`src/rtl/id_ex_stage_if.sv`:
```
// ID/EX pipeline bus: decoded instruction from ID, registered EX view, stall status.
interface id_ex_stage_if;
  logic [4:0]  id_rs1, id_rs2, id_rd;
  logic        id_use_rs1, id_use_rs2;
  logic [31:0] id_pc, id_rs1_data, id_rs2_data, id_imm;
  logic        id_reg_write, id_mem_read, id_mem_write, id_is_ecall;
  logic        flush;

  logic [4:0]  ex_rs1, ex_rs2, ex_rd;
  logic [31:0] ex_pc, ex_rs1_data, ex_rs2_data, ex_imm;
  logic        ex_reg_write, ex_mem_read, ex_mem_write, ex_is_ecall, ex_valid;
  logic        stall;
  logic [31:0] stall_cycles;

  modport master (
    output id_rs1, id_rs2, id_rd, id_use_rs1, id_use_rs2,
           id_pc, id_rs1_data, id_rs2_data, id_imm,
           id_reg_write, id_mem_read, id_mem_write, id_is_ecall, flush,
    input  ex_rs1, ex_rs2, ex_rd, ex_pc, ex_rs1_data, ex_rs2_data, ex_imm,
           ex_reg_write, ex_mem_read, ex_mem_write, ex_is_ecall, ex_valid,
           stall, stall_cycles
  );

  modport slave (
    input  id_rs1, id_rs2, id_rd, id_use_rs1, id_use_rs2,
           id_pc, id_rs1_data, id_rs2_data, id_imm,
           id_reg_write, id_mem_read, id_mem_write, id_is_ecall, flush,
    output ex_rs1, ex_rs2, ex_rd, ex_pc, ex_rs1_data, ex_rs2_data, ex_imm,
           ex_reg_write, ex_mem_read, ex_mem_write, ex_is_ecall, ex_valid,
           stall, stall_cycles
  );
endinterface

```
`src/rtl/id_ex_stage.sv`:
```
// ID/EX pipeline register with load-use and ecall hazard stalls and a saturating stall counter.
// Define ECALL_HAZARD_EN to enable the ecall-after-x17-write hazard and its ECALL_WAIT state.
module id_ex_stage (
  input  logic          clk,
  input  logic          reset,
  id_ex_stage_if.slave  bus
);

  typedef enum logic {RUN, ECALL_WAIT} state_t;

  state_t      state;
  logic        load_use_hz;
  logic        ecall_hz;
  logic        stall_c;
  logic [31:0] stall_cycles_q;
  logic [31:0] stall_cycles_d;

  always_comb begin
    load_use_hz = bus.ex_valid & bus.ex_mem_read & (bus.ex_rd != '0) &
                  ((bus.id_use_rs1 & (bus.id_rs1 == bus.ex_rd)) |
                   (bus.id_use_rs2 & (bus.id_rs2 == bus.ex_rd)));
`ifdef ECALL_HAZARD_EN
    ecall_hz    = bus.id_is_ecall & bus.ex_valid & bus.ex_reg_write & (bus.ex_rd == 5'd17);
`else
    ecall_hz    = 1'b0;
`endif
  end

  // Gated by reset so a reset landing in ECALL_WAIT never shows a stall.
  always_comb begin
    stall_c = 1'b0;
    if (reset) begin
      case (state)
        RUN:        stall_c = (load_use_hz | ecall_hz) & ~bus.flush;
        ECALL_WAIT: stall_c = ~bus.flush;
        default:    stall_c = 1'b0;
      endcase
    end
  end

  always_comb begin
    stall_cycles_d = stall_cycles_q;
    if (stall_c && (stall_cycles_q != '1))
      stall_cycles_d = stall_cycles_q + 32'd1;
  end

  assign bus.stall        = stall_c;
  assign bus.stall_cycles = stall_cycles_q;

  always_ff @(posedge clk or negedge reset) begin
    if (!reset) begin
      state          <= RUN;
      stall_cycles_q <= '0;
    end else begin
      stall_cycles_q <= stall_cycles_d;
      if (!bus.flush && (state == RUN) && ecall_hz && bus.ex_mem_read)
        state <= ECALL_WAIT;
      else
        state <= RUN;
    end
  end

  always_ff @(posedge clk or negedge reset) begin
    if (!reset) begin
      bus.ex_valid     <= 1'b0;
      bus.ex_reg_write <= 1'b0;
      bus.ex_mem_read  <= 1'b0;
      bus.ex_mem_write <= 1'b0;
      bus.ex_is_ecall  <= 1'b0;
      bus.ex_rs1       <= '0;
      bus.ex_rs2       <= '0;
      bus.ex_rd        <= '0;
      bus.ex_pc        <= '0;
      bus.ex_rs1_data  <= '0;
      bus.ex_rs2_data  <= '0;
      bus.ex_imm       <= '0;
    end else if (bus.flush || stall_c) begin
      bus.ex_valid     <= 1'b0;
      bus.ex_reg_write <= 1'b0;
      bus.ex_mem_read  <= 1'b0;
      bus.ex_mem_write <= 1'b0;
      bus.ex_is_ecall  <= 1'b0;
      bus.ex_rs1       <= '0;
      bus.ex_rs2       <= '0;
      bus.ex_rd        <= '0;
      bus.ex_pc        <= '0;
      bus.ex_rs1_data  <= '0;
      bus.ex_rs2_data  <= '0;
      bus.ex_imm       <= '0;
    end else begin
      bus.ex_valid     <= 1'b1;
      bus.ex_reg_write <= bus.id_reg_write;
      bus.ex_mem_read  <= bus.id_mem_read;
      bus.ex_mem_write <= bus.id_mem_write;
      bus.ex_is_ecall  <= bus.id_is_ecall;
      bus.ex_rs1       <= bus.id_rs1;
      bus.ex_rs2       <= bus.id_rs2;
      bus.ex_rd        <= bus.id_rd;
      bus.ex_pc        <= bus.id_pc;
      bus.ex_rs1_data  <= bus.id_rs1_data;
      bus.ex_rs2_data  <= bus.id_rs2_data;
      bus.ex_imm       <= bus.id_imm;
    end
  end

endmodule

```
`src/flat_wrapper.sv`:
```
// flat-port wrapper written by rule: the top's interface ports become plain ports
module id_ex_stage_flat 
  (clk, reset, bus_id_rs1, bus_id_rs2, bus_id_rd, bus_id_use_rs1, bus_id_use_rs2, bus_id_pc, bus_id_rs1_data, bus_id_rs2_data, bus_id_imm, bus_id_reg_write, bus_id_mem_read, bus_id_mem_write, bus_id_is_ecall, bus_flush, bus_ex_rs1, bus_ex_rs2, bus_ex_rd, bus_ex_pc, bus_ex_rs1_data, bus_ex_rs2_data, bus_ex_imm, bus_ex_reg_write, bus_ex_mem_read, bus_ex_mem_write, bus_ex_is_ecall, bus_ex_valid, bus_stall, bus_stall_cycles);
  id_ex_stage_if bus_i ();
  input  logic clk;
  input  logic reset;
  input wire logic [$bits(bus_i.id_rs1)-1:0] bus_id_rs1;
  input wire logic [$bits(bus_i.id_rs2)-1:0] bus_id_rs2;
  input wire logic [$bits(bus_i.id_rd)-1:0] bus_id_rd;
  input wire logic [$bits(bus_i.id_use_rs1)-1:0] bus_id_use_rs1;
  input wire logic [$bits(bus_i.id_use_rs2)-1:0] bus_id_use_rs2;
  input wire logic [$bits(bus_i.id_pc)-1:0] bus_id_pc;
  input wire logic [$bits(bus_i.id_rs1_data)-1:0] bus_id_rs1_data;
  input wire logic [$bits(bus_i.id_rs2_data)-1:0] bus_id_rs2_data;
  input wire logic [$bits(bus_i.id_imm)-1:0] bus_id_imm;
  input wire logic [$bits(bus_i.id_reg_write)-1:0] bus_id_reg_write;
  input wire logic [$bits(bus_i.id_mem_read)-1:0] bus_id_mem_read;
  input wire logic [$bits(bus_i.id_mem_write)-1:0] bus_id_mem_write;
  input wire logic [$bits(bus_i.id_is_ecall)-1:0] bus_id_is_ecall;
  input wire logic [$bits(bus_i.flush)-1:0] bus_flush;
  output wire logic [$bits(bus_i.ex_rs1)-1:0] bus_ex_rs1;
  output wire logic [$bits(bus_i.ex_rs2)-1:0] bus_ex_rs2;
  output wire logic [$bits(bus_i.ex_rd)-1:0] bus_ex_rd;
  output wire logic [$bits(bus_i.ex_pc)-1:0] bus_ex_pc;
  output wire logic [$bits(bus_i.ex_rs1_data)-1:0] bus_ex_rs1_data;
  output wire logic [$bits(bus_i.ex_rs2_data)-1:0] bus_ex_rs2_data;
  output wire logic [$bits(bus_i.ex_imm)-1:0] bus_ex_imm;
  output wire logic [$bits(bus_i.ex_reg_write)-1:0] bus_ex_reg_write;
  output wire logic [$bits(bus_i.ex_mem_read)-1:0] bus_ex_mem_read;
  output wire logic [$bits(bus_i.ex_mem_write)-1:0] bus_ex_mem_write;
  output wire logic [$bits(bus_i.ex_is_ecall)-1:0] bus_ex_is_ecall;
  output wire logic [$bits(bus_i.ex_valid)-1:0] bus_ex_valid;
  output wire logic [$bits(bus_i.stall)-1:0] bus_stall;
  output wire logic [$bits(bus_i.stall_cycles)-1:0] bus_stall_cycles;
  assign bus_i.id_rs1 = bus_id_rs1;
  assign bus_i.id_rs2 = bus_id_rs2;
  assign bus_i.id_rd = bus_id_rd;
  assign bus_i.id_use_rs1 = bus_id_use_rs1;
  assign bus_i.id_use_rs2 = bus_id_use_rs2;
  assign bus_i.id_pc = bus_id_pc;
  assign bus_i.id_rs1_data = bus_id_rs1_data;
  assign bus_i.id_rs2_data = bus_id_rs2_data;
  assign bus_i.id_imm = bus_id_imm;
  assign bus_i.id_reg_write = bus_id_reg_write;
  assign bus_i.id_mem_read = bus_id_mem_read;
  assign bus_i.id_mem_write = bus_id_mem_write;
  assign bus_i.id_is_ecall = bus_id_is_ecall;
  assign bus_i.flush = bus_flush;
  assign bus_ex_rs1 = bus_i.ex_rs1;
  assign bus_ex_rs2 = bus_i.ex_rs2;
  assign bus_ex_rd = bus_i.ex_rd;
  assign bus_ex_pc = bus_i.ex_pc;
  assign bus_ex_rs1_data = bus_i.ex_rs1_data;
  assign bus_ex_rs2_data = bus_i.ex_rs2_data;
  assign bus_ex_imm = bus_i.ex_imm;
  assign bus_ex_reg_write = bus_i.ex_reg_write;
  assign bus_ex_mem_read = bus_i.ex_mem_read;
  assign bus_ex_mem_write = bus_i.ex_mem_write;
  assign bus_ex_is_ecall = bus_i.ex_is_ecall;
  assign bus_ex_valid = bus_i.ex_valid;
  assign bus_stall = bus_i.stall;
  assign bus_stall_cycles = bus_i.stall_cycles;
  id_ex_stage u_core (.clk(clk), .reset(reset), .bus(bus_i));
endmodule
```
`config.mk`:
```
export PLATFORM = sky130hd
export DESIGN_NAME = id_ex_stage_flat
export DESIGN_NICKNAME = d
export VERILOG_FILES = /design/src/rtl/id_ex_stage_if.sv /design/src/rtl/id_ex_stage.sv /design/src/flat_wrapper.sv
export SDC_FILE = /design/constraint.sdc
export NUM_CORES = 1
export LEC_CHECK = 0
export ABC_CLOCK_PERIOD_IN_PS = 2600
export BUFFER_PORTS_ARGS = -buffer_cell sky130_fd_sc_hd__buf_2
export CAP_MARGIN = 10
export CORE_AREA = 2 2 131 133
export CTS_BUF_LIST = sky130_fd_sc_hd__clkbuf_8 sky130_fd_sc_hd__clkbuf_16
export CTS_CLUSTER_SIZE = 25
export DETAILED_ROUTE_END_ITERATION = 12
export DIE_AREA = 0 0 133 135
export GPL_TIMING_DRIVEN = 1
export PLACE_DENSITY = 0.71
export SKIP_LAST_GASP = 1
export SLEW_MARGIN = 25
export SYNTH_ARGS = -nofsm -noshare
export SYNTH_HDL_FRONTEND = slang
export SYNTH_SLANG_ARGS = --single-unit
```
`constraint.sdc`:
```
create_clock -name clk -period 2.6 [get_ports clk]
set_input_delay 0 -clock clk [delete_from_list [all_inputs] [get_ports clk]]
set_output_delay 0 -clock clk [all_outputs]
set_load 0.02 [all_outputs]
```
# == Word level (Yosys, flattened, before mapping) ==
# Index checks and enable logic that the tools add are counted.
# totals
output_inout_bits,181
in_bits,152
register_bits,180
elab_cells,41
# classes
muxes,13
n_eq_ne,3
n_reduce_logical,3
n_addsub,1
n_bitwise,8
# ops
cell,n
$mux W32,4
$add A32 B1 Y32 const B,1
$ne A32 B32 Y1 const B,1
$mux W5,3
$eq A5 B5 Y1,2
$and A1 B1 Y1,6
$mux W1,6
$reduce_bool A5 Y1,1
$logic_and A1 B1 Y1,1
$logic_or A1 B1 Y1,1
$not A1 Y1,1
$or A1 B1 Y1,1

# == Depth between registers and ports, before layout ==
# Gate-level depths: netlist of run 1.
# logic_depth
word_depth,8
ltp_mapped,9

# == Worst setup path after synthesis of run 1 ==
# OpenSTA, ideal clock, no wires.
# synth_path
path_kind,register to register
start,reg u_core.bus.ex_rd[4]
end,reg u_core.bus.ex_imm[0]
setup_slack_ps,439
period_less_slack_ps,2161
path_stages_with_launch,10
arrival_ps,2042
path_cell_list,dfrtp_1 -> xor2_1 -> nor4_2 -> a32oi_2 -> or2_4 -> inv_2 -> nor2_4 -> buf_6 -> buf_6 -> and2_1
# synth_via
elab_chain_len,8
# synth_lines
item,line,rtl
"start, declared",id_ex_stage_if.sv:28,"output ex_rs1, ex_rs2, ex_rd, ex_pc, ex_rs1_data, ex_rs2_data, ex_imm,"
"start signal, assigned",id_ex_stage.sv:98,bus.ex_rd <= bus.id_rd;
$eq A5 B5 Y1 (on tied branches),"id_ex_stage.sv:20, id_ex_stage.sv:21",
$and A1 B1 Y1 (on tied branches),"id_ex_stage.sv:20, id_ex_stage.sv:21",
$or A1 B1 Y1,id_ex_stage.sv:20,((bus.id_use_rs1 & (bus.id_rs1 == bus.ex_rd)) |
$and A1 B1 Y1 *,id_ex_stage.sv:19,load_use_hz = bus.ex_valid & bus.ex_mem_read & (bus.ex_rd != '0) &
$and A1 B1 Y1 *,id_ex_stage.sv:34,RUN: stall_c = (load_use_hz | ecall_hz) & ~bus.flush;
$mux W1 *,id_ex_stage.sv:32,if (reset) begin
via bus_stall,flat_wrapper.sv:33,output wire logic [$bits(bus_i.stall)-1:0] bus_stall;
$logic_or A1 B1 Y1 *,id_ex_stage.sv:77,end else if (bus.flush || stall_c) begin
$mux W32 *,id_ex_stage.sv:77,
"end signal, assigned",id_ex_stage.sv:102,bus.ex_imm <= bus.id_imm;
"end, declared",id_ex_stage_if.sv:28,
# Mark *: on every way through the listed nets, which the timed path passes. The rest lies on a longest branch.
# A chain may end at the register's enable or synchronous reset.

# == Final worst setup path of run 1 ==
# layout_path
start,reg u_core.bus.ex_rd[0]
end,reg u_core.bus.ex_pc[25]
# layout_via
elab_chain_len,8
# layout_lines
item,line,rtl
$eq A5 B5 Y1 (on tied branches),"id_ex_stage.sv:20, id_ex_stage.sv:21",
$and A1 B1 Y1 (on tied branches),"id_ex_stage.sv:20, id_ex_stage.sv:21",
$or A1 B1 Y1,id_ex_stage.sv:20,
$and A1 B1 Y1 *,id_ex_stage.sv:19,
$and A1 B1 Y1 *,id_ex_stage.sv:34,
$mux W1 *,id_ex_stage.sv:32,
$logic_or A1 B1 Y1 *,id_ex_stage.sv:77,
$mux W32 *,id_ex_stage.sv:77,
"end signal, assigned",id_ex_stage.sv:99,bus.ex_pc <= bus.id_pc;
"end, declared",id_ex_stage_if.sv:28,
# Every way passes the cells marked *; elsewhere a longest branch is shown, timed or not.

==> metrics.sh, run 1 <==
GRT_PASS1_VIAS=5818
ANT_NETS=0
AVGVIACOUNTPERCELL=4.411
SHARE_OF_SYNTHESIZED_REGISTERS_CARRYING_AN_ASYNC_SET_OR_RESET=1.000
CTS_INSERTED_BUFFERS=17
YS_TOP_CELLS_BY_AREA='sky130_fd_sc_hd__dfrtp_1 (69%), sky130_fd_sc_hd__and2_1 (14%), sky130_fd_sc_hd__xnor2_1 (3.8%), sky130_fd_sc_hd__buf_6 (2.4%), sky130_fd_sc_hd__xor2_1 (1.6%)'
VDD_DROP_MAX_uV=408.8
SETUP_TOTAL_NEGATIVE_SLACK_NS=0
CRIT_PATH_MAX_FANOUT=108
SYNTH_WARNINGS=0
HOLD-WORST-SLACK_NS=0.05857
SEQ_AREA_MM2=0.004504
FINAL.MIN_CLOCK_PERIOD_NS=2.237
SYNTH-MAIN-FF-CELL='sky130_fd_sc_hd__dfrtp_1'
GRT_START_MAX_NET_PINS=181
YOSYS.CELL_TYPES.COUNT=30
CTS_SINKS=180
SHARE_OF_THE_CYCLE_NEEDED_BY_THE_CRITICAL_PATH_AFTER_ROUTING=0.8602
REPORT.FINAL.SETUP_VIOL=0
SYN-MEAN-INSTANCE-AREA_UM2=13.93
TIMING.FINAL.HOLD_VIOLATIONS=0
SYNTH.TOP_CELL.AREA_SHARE=0.6938
WORSTHOLDENDPOINT='u_core.bus.ex_valid'
WORSTSKEWPAIRLATENCY_NS=0.42
TOTAL_CONGESTION_OVERFLOW=0
CP_DATA_REQUIRED_TIME_NS=2.95
WORST_SLEW_PIN_TRAN_NS=0.5243
DR.PASS1.ITERS=4
SYNTHTOLAYOUTAREAGROWTH_PCT=61.59
SYNTH-EDFF-COUNT=0
FP.COREAREA_MM2=0.01641
FIN_NETS=1108
FINALPOWER_mW=6.463
SYN_INST=466
AVGROUTEDWIREPERCELL_UM=16.80
DIE_HEIGHT_UM=135
R2R-END='u_core.bus.ex_pc[25]'
TIMING.SETUP.CRITICAL_PATH_CLASS='flop to flop'
PLACEDCELLCOUNT=1007
TIMING.MAX_CAP.VIOLATIONS=0
YOSYSSEQAREASHARE=0.6938
DESIGN.DIE.AREA_MM2=0.01796
PORT_BUFFERS=332
CTSHTREEMAXLEVEL=4
POWER.DENSITY_mW_PER_MM2=616.0
TRITONCTS='done'
CLOCK_PATH_BUFFERS=2
P_LEAK_nW=5.494
NETLIST_TOP_CELLS_COUNT='sky130_fd_sc_hd__dfrtp_1 (180), sky130_fd_sc_hd__and2_1 (150), sky130_fd_sc_hd__xnor2_1 (28)'
CLK_ROOT_BUFFER_CELL='sky130_fd_sc_hd__clkbuf_16'
WIRE_LENGTH_OF_THE_FIRST_GLOBAL_ROUTING_PASS_UM=30770
TIMING.CRITICAL_PATH.ARRIVAL_NS=2.58
FILL_CELLS=1205
DRT-TOTAL-WL_UM=20070
WORST_SLEW_MARGIN_REL=0.6504
PLACEMENT_ROWS=47
REGTOREGSETUPSLACK_NS=0.36
SYNTH_NETS=619
FINAL_STANDARD_CELL_COUNT_WITH_TAPS_INCLUDED_AND_FILLERS_EXCLUDED=1195
CLKTRANSATPATHREGS_NS=0.07
PLACE_CONGESTION=0.7728
YOSYSTOPAREACELL='sky130_fd_sc_hd__dfrtp_1'
TIMING.REG2REG.WORST_PATH_DEPTH=7
VIAS=5271
TIMING.CLOCK.SKEW_NS=0.009737
AREA_OF_THE_MULTI_INPUT_GATES_MM2=0.001797
ANTENNA_VIOLATIONS_BEFORE_REPAIR=6
TRACK_USAGE=0.2259
YOSYSMOSTFREQUENTCELL='sky130_fd_sc_hd__dfrtp_1'
INITIAL_CELL_DENSITY_OF_THE_CORE=0.3957
DIE_X_UM=133
FINALMAXSLEWVIOLATIONS=0
SHARE_OF_FINAL_LAYOUT_STANDARD_CELLS_STRONGER_THAN_DRIVE_STRENGTH_1=0.3977
RUN_STATUS='finished clean'
HOLD_CRIT_PATH_TYPE='input port to flop'
WORSTHOLDPATHCELLS=3
YS_SEQ_ELEMENTS=180
WORSTREG2REGSTART='u_core.bus.ex_rd[0]'
SYNTH.CELL_AREA_MM2=0.006492
WORST_SETUP_PATH_START_KIND='flop'
HOLD_START='bus_flush'
RSZ0062_AT_GRT='false'
FMAX_GHz=0.4471
DETAIL_ROUTE.DRC_VIOLATIONS=0
DETAILEDPLACEMENTHPWL_UM=12240
DRT-INITIAL-DRC-COUNT=284
FLOORPLAN.IO_PINS=333
CRITPATHCAPTURETYPE='flop'
CTS_RESIZED=0
==> kinds of logic after synthesis <==
family                   Yosys count  share of synthesized area
AND/OR/NAND/NOR                  217                     0.2101
flip-flops                       180                     0.6938
XOR/XNOR                          40                    0.05396
buffers and inverters             22                    0.02948
AO/OA/AOI/OAI                      4                   0.007324
multiplexers                       2                   0.003469
adder cells (fa/ha/maj)            1                   0.001927
==> flip-flops by register name (all words and copies together) (netlist names) <==
signal                   flops
u_core.bus.ex_imm           32
u_core.bus.ex_is_ecall       1
u_core.bus.ex_mem_read       1
u_core.bus.ex_mem_write      1
u_core.bus.ex_pc            32
u_core.bus.ex_rd             5
u_core.bus.ex_reg_write      1
u_core.bus.ex_rs1            5
u_core.bus.ex_rs1_data      32
u_core.bus.ex_rs2            5
u_core.bus.ex_rs2_data      32
u_core.bus.ex_valid          1
u_core.bus.stall_cycles     32
==> where the power goes <==
group          switching, mW  internal, mW
combinational          0.413         0.385
clock                   1.16          1.55
sequential            0.0395          2.91
==> layer usage <==
layer,wire [um],vias up,GRT usage
met4,645,0,0.1075
li1,-,2480,-
met3,1624,43,0.07883
met5,0,-,0
met2,10770,218,0.4056
met1,7034,2530,0.2377
==> timing repair <==
action | 4_1_cts | 5_1_grt
hold buffers | 148 | 0
setup endpoints to repair | 0 | 0
endpoints found under the hold margin | 327 | 0
buffers inserted | 0 | 0
==> cell usage in the layout (no fill, tap or decap), types with 2 or more instances in the layout <==
cell,synthesis,routed
sky130_fd_sc_hd__buf_4,0,6
sky130_fd_sc_hd__nand4_1,15,15
sky130_fd_sc_hd__bufinv_16,0,3
sky130_fd_sc_hd__dlygate4sd3_1,0,148
sky130_fd_sc_hd__clkinv_4,0,2
sky130_fd_sc_hd__clkbuf_16,0,17
sky130_fd_sc_hd__inv_6,0,2
sky130_fd_sc_hd__and3_1,7,7
sky130_fd_sc_hd__nor2_1,7,7
sky130_fd_sc_hd__nor4_2,4,4
sky130_fd_sc_hd__xor2_1,12,12
sky130_fd_sc_hd__clkinvlp_4,0,3
sky130_fd_sc_hd__buf_12,0,2
sky130_fd_sc_hd__nand2_1,13,13
sky130_fd_sc_hd__buf_2,3,331
sky130_fd_sc_hd__mux2_2,2,2
sky130_fd_sc_hd__and2_1,150,150
sky130_fd_sc_hd__and4_1,3,3
sky130_fd_sc_hd__xnor2_1,28,28
sky130_fd_sc_hd__dfrtp_1,180,180
sky130_fd_sc_hd__inv_1,2,3
sky130_fd_sc_hd__nand3_1,9,9
sky130_fd_sc_hd__inv_8,0,4
sky130_fd_sc_hd__nand4b_1,2,2
sky130_fd_sc_hd__diode_2,0,7
==> through the flow <==
stage | cell area (um2) | setup slack [ns] | utilization
2_1_floorplan | 6492 | 0.4391 | -
3_3_place_gp | 8343 | 0.4381 | 0.5085
3_5_place_dp | 8343 | 0.4307 | 0.5085
4_1_cts | 10450 | 0.3983 | 0.6367
5_1_grt | 10490 | 0.2816 | 0.6393
6_report | 10490 | 0.3634 | 0.6394
==> critical path: stages, from the launching register on <==
cell	delay (ns)
sky130_fd_sc_hd__dfrtp_1	0.42
sky130_fd_sc_hd__or4_1	0.56
sky130_fd_sc_hd__o21ai_2	0.25
sky130_fd_sc_hd__or2_4	0.19
sky130_fd_sc_hd__inv_2	0.05
sky130_fd_sc_hd__nor2_4	0.10
sky130_fd_sc_hd__buf_12	0.30
sky130_fd_sc_hd__and2_1	0.24
==> worst max-delay path by stage <==
stage | endpoint | cells after the start | slack, ns | startpoint
after global placement | u_core.bus.ex_rd[3] | 7 | 0.44 | u_core.bus.ex_rd[3]
after floorplan | u_core.bus.ex_imm[0] | 9 | 0.44 | u_core.bus.ex_rd[4]
after global routing | u_core.bus.ex_pc[25] | 7 | 0.28 | u_core.bus.ex_rd[3]
final | u_core.bus.ex_pc[25] | 7 | 0.36 | u_core.bus.ex_rd[0]
after detailed placement | u_core.bus.ex_imm[18] | 8 | 0.43 | u_core.bus.ex_rd[4]
after CTS | bus_stall | 6 | 0.40 | u_core.bus.ex_rd[4]
==> final cells by class <==
cell class,count,area share
clock buffers,17,0.04055
flip-flops and latches,180,0.4293
repair buffers,489,0.3112
inverters,3,0.001073
well taps,220,0.02624
multi-input cells,264,0.1713
diodes,7,0.001670
clock inverters,15,0.01872
No activity file was read; power rests on OpenSTA's default activity.
==> run 2: changes to the inputs <==
--- a/config.mk
+++ b/config.mk
@@ -8,13 +8,13 @@
 export ABC_CLOCK_PERIOD_IN_PS = 2600
 export BUFFER_PORTS_ARGS = -buffer_cell sky130_fd_sc_hd__buf_2
 export CAP_MARGIN = 10
-export CORE_AREA = 2 2 131 133
+export CORE_MARGIN = 4
+export CORE_UTILIZATION = 45
 export CTS_BUF_LIST = sky130_fd_sc_hd__clkbuf_8 sky130_fd_sc_hd__clkbuf_16
 export CTS_CLUSTER_SIZE = 25
 export DETAILED_ROUTE_END_ITERATION = 12
-export DIE_AREA = 0 0 133 135
 export GPL_TIMING_DRIVEN = 1
-export PLACE_DENSITY = 0.71
+export PLACE_DENSITY = 0.79
 export SKIP_LAST_GASP = 1
 export SLEW_MARGIN = 25
 export SYNTH_ARGS = -nofsm -noshare
==> run 2 against run 1 <==
Effect of this change:
- setup slack better by 0.049 ns
- routed wire length up 9.6%
- sequential power about the same
- count of clock-buffer cells in the layout unchanged
- core utilization up 10 points
- combinational power up 2%
- hold slack worse by 0.033 ns
- clock skew up 0.011 ns
- register-to-register slack better by 0.05 ns
- cell count down 3.8%
- non-clock buffer count down 1
- largest power group unchanged
==> metrics.sh, run 2 (same netlist as run 1, synthesis figures left out) <==
FINAL.MIN_CLOCK_PERIOD_NS=2.187  # -0.04937 ns
DRT-TOTAL-WL_UM=22010  # +9.6%
DIE_HEIGHT_UM=128.1  # -5.1%
VIAS=5497  # +4.3%
WORST_SLEW_PIN_TRAN_NS=0.9831  # +0.4587 ns
HOLD_CRIT_PATH_TYPE='input port to flop'
REPORT.FINAL.SETUP_VIOL=0  # unchanged
WORST_SETUP_PATH_START_KIND='flop'
FIN_NETS=1107  # -0.090%
WORST_SLEW_MARGIN_REL=0.3446  # -0.3058
INITIAL_CELL_DENSITY_OF_THE_CORE=0.4641  # +0.06842
CLOCK_PATH_BUFFERS=2  # unchanged
WORSTSKEWPAIRLATENCY_NS=0.43  # about the same
AVGVIACOUNTPERCELL=4.784  # +8.5%
TIMING.FINAL.HOLD_VIOLATIONS=0  # unchanged
CLK_ROOT_BUFFER_CELL='sky130_fd_sc_hd__clkbuf_16'
WIRE_LENGTH_OF_THE_FIRST_GLOBAL_ROUTING_PASS_UM=33040  # +7.4%
CRITPATHCAPTURETYPE='flop'
HOLDBUFCOUNTCTS=148  # unchanged
TIMING.CLOCK.SKEW_NS=0.02069  # +0.01095 ns
MOSTFREQUENTLAYOUTCELLS='sky130_fd_sc_hd__buf_2 (331), sky130_fd_sc_hd__dfrtp_1 (180), sky130_fd_sc_hd__and2_1 (150)'
DR.PASS1.ITERS=4  # unchanged
HOLD-WORST-SLACK_NS=0.02539  # -0.03317 ns
FINALMAXSLEWVIOLATIONS=0  # unchanged
PLACEMENT_ROWS=43  # -8.5%
LAYOUT_COMMONEST_CELL='sky130_fd_sc_hd__buf_2'
SYNTHTOLAYOUTAREAGROWTH_PCT=59.97
TRITONCTS='done'
DRT-INITIAL-DRC-COUNT=284  # unchanged
ANTENNA_VIOLATIONS_BEFORE_REPAIR=1  # -5
ANT_NETS=0  # unchanged
CP_DATA_REQUIRED_TIME_NS=2.95  # about the same
FILL_CELLS=831  # -31%
DETAIL_ROUTE.DRC_VIOLATIONS=0  # unchanged
CTS_SINKS=180  # unchanged
DESIGN.DIE.AREA_MM2=0.01641  # -8.6%
CTSHTREEMAXLEVEL=4  # unchanged
PORT_BUFFERS=332  # unchanged
SHARE_OF_FINAL_LAYOUT_STANDARD_CELLS_STRONGER_THAN_DRIVE_STRENGTH_1=0.3981  # +0.0004113
FLOORPLAN.IO_PINS=333  # unchanged
FINAL_STANDARD_CELL_COUNT_WITH_TAPS_INCLUDED_AND_FILLERS_EXCLUDED=1149  # -3.8%
PLACE_CONGESTION=0.8009  # +3.6%
AREA_OF_THE_MULTI_INPUT_GATES_MM2=0.001797  # unchanged
CLKTRANSATPATHREGS_NS=0.07  # about the same
SEQ_AREA_MM2=0.004504  # unchanged
POWER.DENSITY_mW_PER_MM2=615.3  # -0.11%
RUN_STATUS='finished clean'
TIMING.SETUP.CRITICAL_PATH_CLASS='flop to flop'
FP.COREAREA_MM2=0.01399  # -15%
TOTAL_CONGESTION_OVERFLOW=0  # unchanged
PLACEDCELLCOUNT=967  # -4.0%
DIE_X_UM=128.1  # -3.7%
AVGROUTEDWIREPERCELL_UM=19.15  # +14%
VDD_DROP_MAX_uV=553.7  # +35%
TRACK_USAGE=0.2672  # +0.04127
SETUP_TOTAL_NEGATIVE_SLACK_NS=0  # unchanged
TIMING.CRITICAL_PATH.ARRIVAL_NS=2.54  # -0.04 ns
GRT_PASS1_VIAS=6035  # +3.7%
FMAX_GHz=0.4572  # +2.3%
TIMING.MAX_CAP.VIOLATIONS=0  # unchanged
CTS_INSERTED_BUFFERS=17  # unchanged
POST_CTS.REPAIR.SETUP_BUFFERS=0  # unchanged
GRT_START_MAX_NET_PINS=181  # unchanged
CRIT_PATH_MAX_FANOUT=84  # -22%
P_LEAK_nW=5.473  # -0.39%
CTS_RESIZED=0  # unchanged
RSZ0062_AT_GRT='false'
DETAILEDPLACEMENTHPWL_UM=13010  # +6.3%
SHARE_OF_THE_CYCLE_NEEDED_BY_THE_CRITICAL_PATH_AFTER_ROUTING=0.8412  # -0.01899
-- run 2: area by class of cell --
| cell class | instances | share of cell area |
|---|---|---|
| inverters | 3 | 0.001084 |
| clock inverters | 15 | 0.01650 |
| well taps | 180 | 0.02168 |
| diodes | 2 | 0.0004819 |
| multi-input cells | 264 | 0.1730 |
| clock buffers | 17 | 0.04096 |
| flip-flops and latches | 180 | 0.4337 |
| repair buffers | 488 | 0.3126 |
-- run 2: worst max-delay path, stage by stage, from the launching register on --
cell	delay [ns]
sky130_fd_sc_hd__dfrtp_1	0.45
sky130_fd_sc_hd__or4_1	0.51
sky130_fd_sc_hd__o21ai_2	0.23
sky130_fd_sc_hd__or2_4	0.18
sky130_fd_sc_hd__inv_2	0.05
sky130_fd_sc_hd__nor2_4	0.14
sky130_fd_sc_hd__buf_12	0.27
sky130_fd_sc_hd__and2_1	0.24
-- run 2: metal layers --
metal  wire length [um]  up-vias  part of all wire  GRT usage
met5                  0        -                 0          0
met4                862        0             0.039     0.1217
met3               2233       56              0.10     0.1133
met2              11450      293              0.52     0.4677
met1               7464     2681              0.34     0.2778
li1                   -     2467                 -          -
-- run 2: power breakdown --
group	switching, mW	total [mW]	leakage, nW	internal, mW
logic	0.429	0.812	2.83	0.383
registers	0.0455	2.96	2.35	2.92
clock network	1.17	2.62	0.287	1.44
-- run 2: metrics by stage --
step / setup slack [ns] / instance area, um2 / power (mW) / util
6_report: 0.4128 / 10390 / 6.391 / 0.7425
5_1_grt: 0.2780 / 10380 / 6.619 / 0.7423
4_1_cts: 0.4112 / 10380 / 6.362 / 0.7421
3_5_place_dp: 0.4658 / 8303 / 3.611 / 0.5936
3_3_place_gp: 0.4878 / 8303 / 3.599 / 0.5936
2_1_floorplan: 0.4391 / 6492 / 3.299 / -
-- run 2: worst paths after layout --
| path | start | end | slack, ns | cells after the start |
|---|---|---|---|---|
| setup / recovery | u_core.bus.ex_rd[2] | u_core.bus.ex_rs2_data[16] | 0.41 | 7 |
| hold / removal | bus_flush | u_core.bus.ex_valid | 0.03 | 3 |
| setup reg to reg | u_core.bus.ex_rd[2] | u_core.bus.ex_rs2_data[16] | 0.41 | 7 |
| hold reg to reg | u_core.bus.stall_cycles[16] | u_core.bus.stall_cycles[16] | 0.50 | 1 |
| max in group asynchronous | reset | u_core.bus.ex_imm[31] | 1.55 | 3 |
| min in group asynchronous | reset | u_core.bus.stall_cycles[16] | 0.27 | 3 |
